--- config.mk ---
export PLATFORM = sky130hd
export DESIGN_NAME = vga_pattern_gen
export DESIGN_NICKNAME = d
export VERILOG_FILES = /design/src/rtl/vga_pkg.sv /design/src/rtl/vga_timing.sv /design/src/rtl/vga_pattern_gen.sv
export SDC_FILE = /design/constraint.sdc
export NUM_CORES = 1
export LEC_CHECK = 0
export BUFFER_PORTS_ARGS = -buffer_cell sky130_fd_sc_hd__buf_2
export CAP_MARGIN = 20
export CORE_UTILIZATION = 51
export CTS_BUF_LIST = sky130_fd_sc_hd__clkbuf_8
export DETAILED_ROUTE_END_ITERATION = 12
export PLACE_DENSITY = 0.89
export SLEW_MARGIN = 10
export SYNTH_ARGS = -nofsm -noshare
export SYNTH_HDL_FRONTEND = slang
export SYNTH_SLANG_ARGS = --single-unit
--- constraint.sdc ---
create_clock -name clk_25 -period 1.9 [get_ports clk_25]
set_clock_uncertainty 0.15 [all_clocks]
set_input_delay 0.285 -clock clk_25 [delete_from_list [all_inputs] [get_ports clk_25]]
set_output_delay 0.285 -clock clk_25 [all_outputs]
set_load 0.05 [all_outputs]
--- src/rtl/vga_pkg.sv ---
// Shared VGA definitions: pattern mode encoding, default 640x480@60 timing
// and a small counter-window helper used by the timing decode.
package vga_pkg;

  // Width of the raster counters; totals up to 1024 fit.
  localparam int unsigned CNT_W = 10;

  // Pattern select encoding.
  localparam logic [1:0] MODE_BARS    = 2'd0;
  localparam logic [1:0] MODE_CHECKER = 2'd1;
  localparam logic [1:0] MODE_SCROLL  = 2'd2;
  localparam logic [1:0] MODE_SOLID   = 2'd3;

  // 640x480@60 on a 25 MHz pixel clock.
  localparam int unsigned VGA_H_ACTIVE = 640;
  localparam int unsigned VGA_H_FP     = 16;
  localparam int unsigned VGA_H_SYNC   = 96;
  localparam int unsigned VGA_H_BP     = 48;
  localparam int unsigned VGA_V_ACTIVE = 480;
  localparam int unsigned VGA_V_FP     = 10;
  localparam int unsigned VGA_V_SYNC   = 2;
  localparam int unsigned VGA_V_BP     = 33;

  // True when cnt < lim. Compared at 32 bits so a limit of 1024 still works.
  function automatic logic below(input logic [CNT_W-1:0] cnt, input int unsigned lim);
    int unsigned c;
    c = 32'(cnt);
    return c < lim;
  endfunction

  // True when lo <= cnt < hi.
  function automatic logic in_window(input logic [CNT_W-1:0] cnt, input int unsigned lo,
                                     input int unsigned hi);
    int unsigned c;
    c = 32'(cnt);
    return (c >= lo) && (c < hi);
  endfunction

endpackage

--- src/rtl/vga_timing.sv ---
// Raster timing: horizontal/vertical counters, active-area flag, sync decode,
// frame-origin flag and end-of-frame strobe. All decodes are combinational
// from the counter state; the consumer registers them.
module vga_timing
  import vga_pkg::*;
#(
  parameter int unsigned H_ACTIVE = VGA_H_ACTIVE,
  parameter int unsigned H_FP     = VGA_H_FP,
  parameter int unsigned H_SYNC   = VGA_H_SYNC,
  parameter int unsigned H_BP     = VGA_H_BP,
  parameter int unsigned V_ACTIVE = VGA_V_ACTIVE,
  parameter int unsigned V_FP     = VGA_V_FP,
  parameter int unsigned V_SYNC   = VGA_V_SYNC,
  parameter int unsigned V_BP     = VGA_V_BP,
  parameter bit          SYNC_POL = 1'b0
) (
  input  logic             clk_25,
  input  logic             reset,
  output logic [CNT_W-1:0] counter_x,
  output logic [CNT_W-1:0] counter_y,
  output logic             active,
  output logic             hsync,
  output logic             vsync,
  output logic             frame_origin,
  output logic             end_of_frame
);

  localparam int unsigned H_TOTAL      = H_ACTIVE + H_FP + H_SYNC + H_BP;
  localparam int unsigned V_TOTAL      = V_ACTIVE + V_FP + V_SYNC + V_BP;
  localparam int unsigned H_SYNC_START = H_ACTIVE + H_FP;
  localparam int unsigned V_SYNC_START = V_ACTIVE + V_FP;
  localparam logic [CNT_W-1:0] H_LAST  = CNT_W'(H_TOTAL - 1);
  localparam logic [CNT_W-1:0] V_LAST  = CNT_W'(V_TOTAL - 1);

  logic [CNT_W-1:0] cnt_x_q, cnt_x_d;
  logic [CNT_W-1:0] cnt_y_q, cnt_y_d;
  logic             x_wrap, y_wrap;

  // Next raster position: X every clock, Y on the X wrap
  always_comb begin
    x_wrap  = (cnt_x_q == H_LAST);
    y_wrap  = (cnt_y_q == V_LAST);
    cnt_x_d = x_wrap ? '0 : cnt_x_q + CNT_W'(1);
    cnt_y_d = cnt_y_q;
    if (x_wrap) begin
      cnt_y_d = y_wrap ? '0 : cnt_y_q + CNT_W'(1);
    end
  end

  // Raster counter state
  always_ff @(posedge clk_25 or posedge reset) begin
    if (reset) begin
      cnt_x_q <= '0;
      cnt_y_q <= '0;
    end else begin
      cnt_x_q <= cnt_x_d;
      cnt_y_q <= cnt_y_d;
    end
  end

  // Decode of the current position into active area, syncs and frame markers
  always_comb begin
    active       = below(cnt_x_q, H_ACTIVE) && below(cnt_y_q, V_ACTIVE);
    hsync        = in_window(cnt_x_q, H_SYNC_START, H_SYNC_START + H_SYNC) ? SYNC_POL
                                                                           : ~SYNC_POL;
    // Vertical sync keys off Y only, so it covers whole lines.
    vsync        = in_window(cnt_y_q, V_SYNC_START, V_SYNC_START + V_SYNC) ? SYNC_POL
                                                                           : ~SYNC_POL;
    frame_origin = (cnt_x_q == '0) && (cnt_y_q == '0);
    end_of_frame = x_wrap && y_wrap;
  end

  assign counter_x = cnt_x_q;
  assign counter_y = cnt_y_q;

endmodule

--- src/rtl/vga_pattern_gen.sv ---
// VGA test-pattern source. Selects one of four patterns from the raster
// position, holds the pattern mode and frame count stable for a whole frame,
// and registers pixel, syncs, display-enable and frame-start together so the
// connector sees no skew between them.
module vga_pattern_gen
  import vga_pkg::*;
#(
  parameter int unsigned H_ACTIVE    = VGA_H_ACTIVE,
  parameter int unsigned H_FP        = VGA_H_FP,
  parameter int unsigned H_SYNC      = VGA_H_SYNC,
  parameter int unsigned H_BP        = VGA_H_BP,
  parameter int unsigned V_ACTIVE    = VGA_V_ACTIVE,
  parameter int unsigned V_FP        = VGA_V_FP,
  parameter int unsigned V_SYNC      = VGA_V_SYNC,
  parameter int unsigned V_BP        = VGA_V_BP,
  parameter bit          SYNC_POL    = 1'b0,
  parameter int unsigned PIXEL_W     = 3,
  parameter int unsigned BAR_SHIFT   = 6,
  parameter int unsigned CHECK_SHIFT = 5
) (
  input  logic               clk_25,
  input  logic               reset,
  input  logic [1:0]         mode,
  input  logic [PIXEL_W-1:0] solid_color,
  output logic [PIXEL_W-1:0] pixel,
  output logic               hsync_out,
  output logic               vsync_out,
  output logic               de,
  output logic               frame_start,
  output logic [CNT_W-1:0]   CounterX,
  output logic [CNT_W-1:0]   CounterY
);

  logic [CNT_W-1:0]   cnt_x, cnt_y;
  logic               active, hsync, vsync, frame_origin, end_of_frame;

  logic [1:0]         mode_q;
  logic [7:0]         frame_cnt_q;
  logic [PIXEL_W-1:0] pattern, pixel_d, pixel_q;
  logic               de_q, hsync_q, vsync_q, frame_start_q;

  vga_timing #(
    .H_ACTIVE (H_ACTIVE),
    .H_FP     (H_FP),
    .H_SYNC   (H_SYNC),
    .H_BP     (H_BP),
    .V_ACTIVE (V_ACTIVE),
    .V_FP     (V_FP),
    .V_SYNC   (V_SYNC),
    .V_BP     (V_BP),
    .SYNC_POL (SYNC_POL)
  ) u_timing (
    .clk_25       (clk_25),
    .reset        (reset),
    .counter_x    (cnt_x),
    .counter_y    (cnt_y),
    .active       (active),
    .hsync        (hsync),
    .vsync        (vsync),
    .frame_origin (frame_origin),
    .end_of_frame (end_of_frame)
  );

  // Mode and frame count change only on the last pixel of a frame, so the
  // first pixel of the next frame already uses the new values.
  always_ff @(posedge clk_25 or posedge reset) begin
    if (reset) begin
      mode_q      <= MODE_BARS;
      frame_cnt_q <= '0;
    end else if (end_of_frame) begin
      mode_q      <= mode;
      frame_cnt_q <= frame_cnt_q + 8'd1;
    end
  end

  // Pattern value for the current position; blanked outside the active area
  always_comb begin
    pattern = '0;
    case (mode_q)
      MODE_BARS:    pattern = PIXEL_W'(cnt_x >> BAR_SHIFT);
      MODE_CHECKER: pattern = {PIXEL_W{cnt_x[CHECK_SHIFT] ^ cnt_y[CHECK_SHIFT]}};
      // Sum is truncated to the pixel width, giving the modulo wrap.
      MODE_SCROLL:  pattern = PIXEL_W'((cnt_x >> BAR_SHIFT) + CNT_W'(frame_cnt_q));
      MODE_SOLID:   pattern = solid_color;
      default:      pattern = '0;
    endcase
    pixel_d = active ? pattern : '0;
  end

  // Output registers: one clock after the counter state, all five aligned
  always_ff @(posedge clk_25 or posedge reset) begin
    if (reset) begin
      pixel_q       <= '0;
      de_q          <= 1'b0;
      hsync_q       <= ~SYNC_POL;
      vsync_q       <= ~SYNC_POL;
      frame_start_q <= 1'b0;
    end else begin
      pixel_q       <= pixel_d;
      de_q          <= active;
      hsync_q       <= hsync;
      vsync_q       <= vsync;
      frame_start_q <= frame_origin;
    end
  end

  assign pixel       = pixel_q;
  assign de          = de_q;
  assign hsync_out   = hsync_q;
  assign vsync_out   = vsync_q;
  assign frame_start = frame_start_q;
  assign CounterX    = cnt_x;
  assign CounterY    = cnt_y;

endmodule

==> summary.md <==
| Metric | Value |
|---|---|
| Critical Path, Cell by Cell | nor4b_4 > nand4_2 > or4_1 > a21oi_1 |
| Syn Nets | 170 |
| Worst EP required | 1960 ps |
| FF-to-FF setup slack | 100 ps |
| CP endpoint kind | register |
| Full die area | 3480 um^2 |
| Seq/Total Area, Yosys | 48.6% |
| Share of layout cells above drive strength 1 | 39.1% |
| Crit path DAT | 1860 ps |
| CTS Buffer Depth | 2 |
| Leakage | 1.05 nW |
| Non-Filler Instances | 251 |
| Maximum VDD drop | 0.455 mV |
| Avg Inst Size Synth | 10.6 um^2 |
| RR Endpoint | u_timing.counter_y[9] |
| Pre-antenna DRT Iters | 4 |
| Worst Path Buf+Inv | 0 |
| Num rows | 20 |
| Yosys warns | 0 |
| Core Area | 3050 um^2 |
| DP Wirelength | 2.60 mm |
| Worst r2r src | u_timing.counter_x[6] |
| Clk_lat worst skew | 290 ps |
| Routed WL per cell | 14.3 um |
| Initial core utilization | 54.2% |
| Vias after detailed routing | 1335 |
| Layout area overhead | 25.8% |
| Worst slew margin | 73.4% |
| Status | completed |
| Slew @ Worst Pin | 399 ps |
| Fillers | 255 |
| Die X | 59.0 um |
| GRT Util Overall | 24.0% |
| Die Ht | 59.0 um |
| Starting DRT DRC Count | 38 |
| First-pass GRT wire length | 6.02 mm |
| # diodes | 0 |
| Largest net degree at the start of global routing | 33 |
| I/O pin total | 34 |
| Max Cap Viol | 0 |
| Slew Limit Fails | 0 |
| Startpoint types | register |
| Initial antenna violation count | 0 |
| Final Hold Viols | 0 |
| Worst Hold Launch | mode[1] |
| Tmin final | 1800 ps |
| Crit Path Max Fanout | 4 |
| Port bufs | 33 |
| Clk sinks | 32 |
| WL final | 3.60 mm |
| Synth cell types | 38 |
| DP Worst Slack | 57.0 ps |
| Setup WS post-layout | 101 ps |
| RD Place Congestion | 0.940 |
| Fmax | 556 MHz |
| EDFF count, synth | 0 |
| Type of the worst setup path | reg2reg |
| Via/cell ratio | 5.32 |
| WHS Endpoint | mode_q[1] |
| CTS tree | yes |
| Vias in the first global route | 1299 |
| Pwr Density | 594 nW/um^2 |
| Hold Path Depth | 2 |
| CTS root buf | clkbuf_8 |
| Hold Slack | 86.0 ps |
| Setup Viol. Count Final | 0 |
| CP max stage delay | 440 ps |
| Total congestion overflow | 0 |
| NumNets Final | 220 |
| Most used DFF post-synth | dfrtp_1 |
| Min-delay worst type | in2reg |
| Synth async-reset ratio | 100% |
| Synth Register Bits | 32 |
| Cells after Synth | 156 |
| DRC Markers | 0 |
| Fin Setup TNS | 0 ps |
| Final Cell Area | 2080 um^2 |
| Reg2Reg Depth | 4 |
| Unrepaired setup endpoints after global routing | no |
| Tcrit/Tclk final | 94.7% |
| Placed cell area | 1960 um^2 |
| Number of H-tree levels | 2 |
| Routed Antenna Nets | 0 |
| Critical path's slowest cell | dfrtp_2 |
| Clock slew at reported path FFs | 60 ps |
| Placed cell count | 241 |
| CTS buffer count | 5 |
| Netlist Area Pre-Place | 1650 um^2 |
| Top delay family on crit path | simple AND/OR/NAND/NOR gates |
report_power, final:
group / leakage [nW] / switching [mW] / internal [mW]
Sequential: 0.405 / 0 / 0.681
Clock: 0.0538 / 0.249 / 0.284
Combinational: 0.588 / 0.0147 / 0.00728
Total: 1.05 / 0.263 / 0.973
state kept, by name (all words and copies together) (netlist names):
register,count
de,1
frame_cnt_q,3
frame_start,1
hsync_out,1
mode_q,2
pixel,3
u_timing.counter_x,10
u_timing.counter_y,10
vsync_out,1
worst max path at each step:
stage                                     start                    end  slack [ps]  depth (start not counted)
after floorplan           u_timing.counter_x[7]              mode_q[0]        -100                          5
after global placement    u_timing.counter_x[0]  u_timing.counter_y[9]         120                          5
after detailed placement  u_timing.counter_x[0]  u_timing.counter_y[9]          60                          5
after CTS                 u_timing.counter_x[0]  u_timing.counter_y[9]          30                          5
after global routing      u_timing.counter_y[1]         frame_cnt_q[1]         0.7                          6
final                     u_timing.counter_x[6]  u_timing.counter_y[9]         100                          4
synthesized netlist by cell type, drive strengths merged (2+ instances only):
cell | instances | area, um^2
nand3 | 11 | 55.1
buf | 6 | 46.3
and2 | 2 | 12.5
a211oi | 4 | 30.0
xnor2 | 5 | 43.8
dfstp | 2 | 52.6
o21ai | 3 | 15.0
nor2 | 13 | 56.3
nor2b | 2 | 12.5
nor4 | 2 | 12.5
mux2i | 3 | 30.0
nor3 | 6 | 30.0
dfrtp | 30 | 751
xor2 | 13 | 114
mux2 | 3 | 33.8
nand4 | 7 | 50.1
nand2 | 9 | 33.8
inv | 10 | 37.5
and3 | 7 | 46.3
ha | 6 | 75.1
placed cells by master, fill, tap and decap left out, types with 3 or more instances in the layout:
master | synthesis | layout
a211oi_1 | 4 | 4
and3_1 | 5 | 4
buf_2 | 1 | 33
buf_4 | 0 | 16
clkbuf_8 | 0 | 6
dfrtp_1 | 30 | 18
dfrtp_2 | 0 | 12
ha_1 | 6 | 6
inv_1 | 10 | 12
mux2_2 | 3 | 3
mux2i_1 | 3 | 3
nand2_1 | 9 | 9
nand3_1 | 11 | 10
nand4_1 | 6 | 6
nor2_1 | 12 | 12
nor3_1 | 6 | 5
o21ai_0 | 3 | 3
xnor2_1 | 5 | 5
xor2_1 | 13 | 13
timing repair:
item / 4_1_cts / 5_1_grt
buffers inserted: 0 / 1
hold endpoints to repair: 30 / 0
setup endpoints to repair: 0 / 9
hold buffers: 1 / 0
gates resized for setup: 0 / 3
kinds of logic after synthesis:
kind of cell             Yosys count  share of synthesized area [%]
flip-flops                        32                           48.6
multiplexers                       6                           3.86
buffers and inverters             17                           5.29
adder cells (fa/ha/maj)            7                           5.75
AND/OR/NAND/NOR                   66                           22.9
AO/OA/AOI/OAI                     10                           4.08
XOR/XNOR                          18                           9.53
metrics by stage:
stage | utilization (%) | power [mW]
final | 68.2 | 1.24
after global routing | 68.2 | 1.28
after CTS | 67.6 | 1.25
after detailed placement | 64.3 | 0.715
after global placement | 64.3 | 0.715
after floorplan | - | 0.704
layout make-up:
class	count	area, um^2	share of cell area (%)
Timing Repair Buffer	50	295	14.2
Tap cell	44	55.1	2.65
Multi-Input combinational cell	107	785	37.7
Clock inverter	2	7.51	0.361
Inverter	10	37.5	1.80
Sequential cell	32	818	39.3
Clock buffer	6	82.6	3.97
routing by layer:
layer  routed length, um  track usage, %  vias up
li1                    -               -      637
met1                1630            30.6      641
met2                1700            37.5       45
met3                 179            6.59       12
met4                  89            12.6        0
met5                   0               0        -
(Power assumes the default switching activity.)
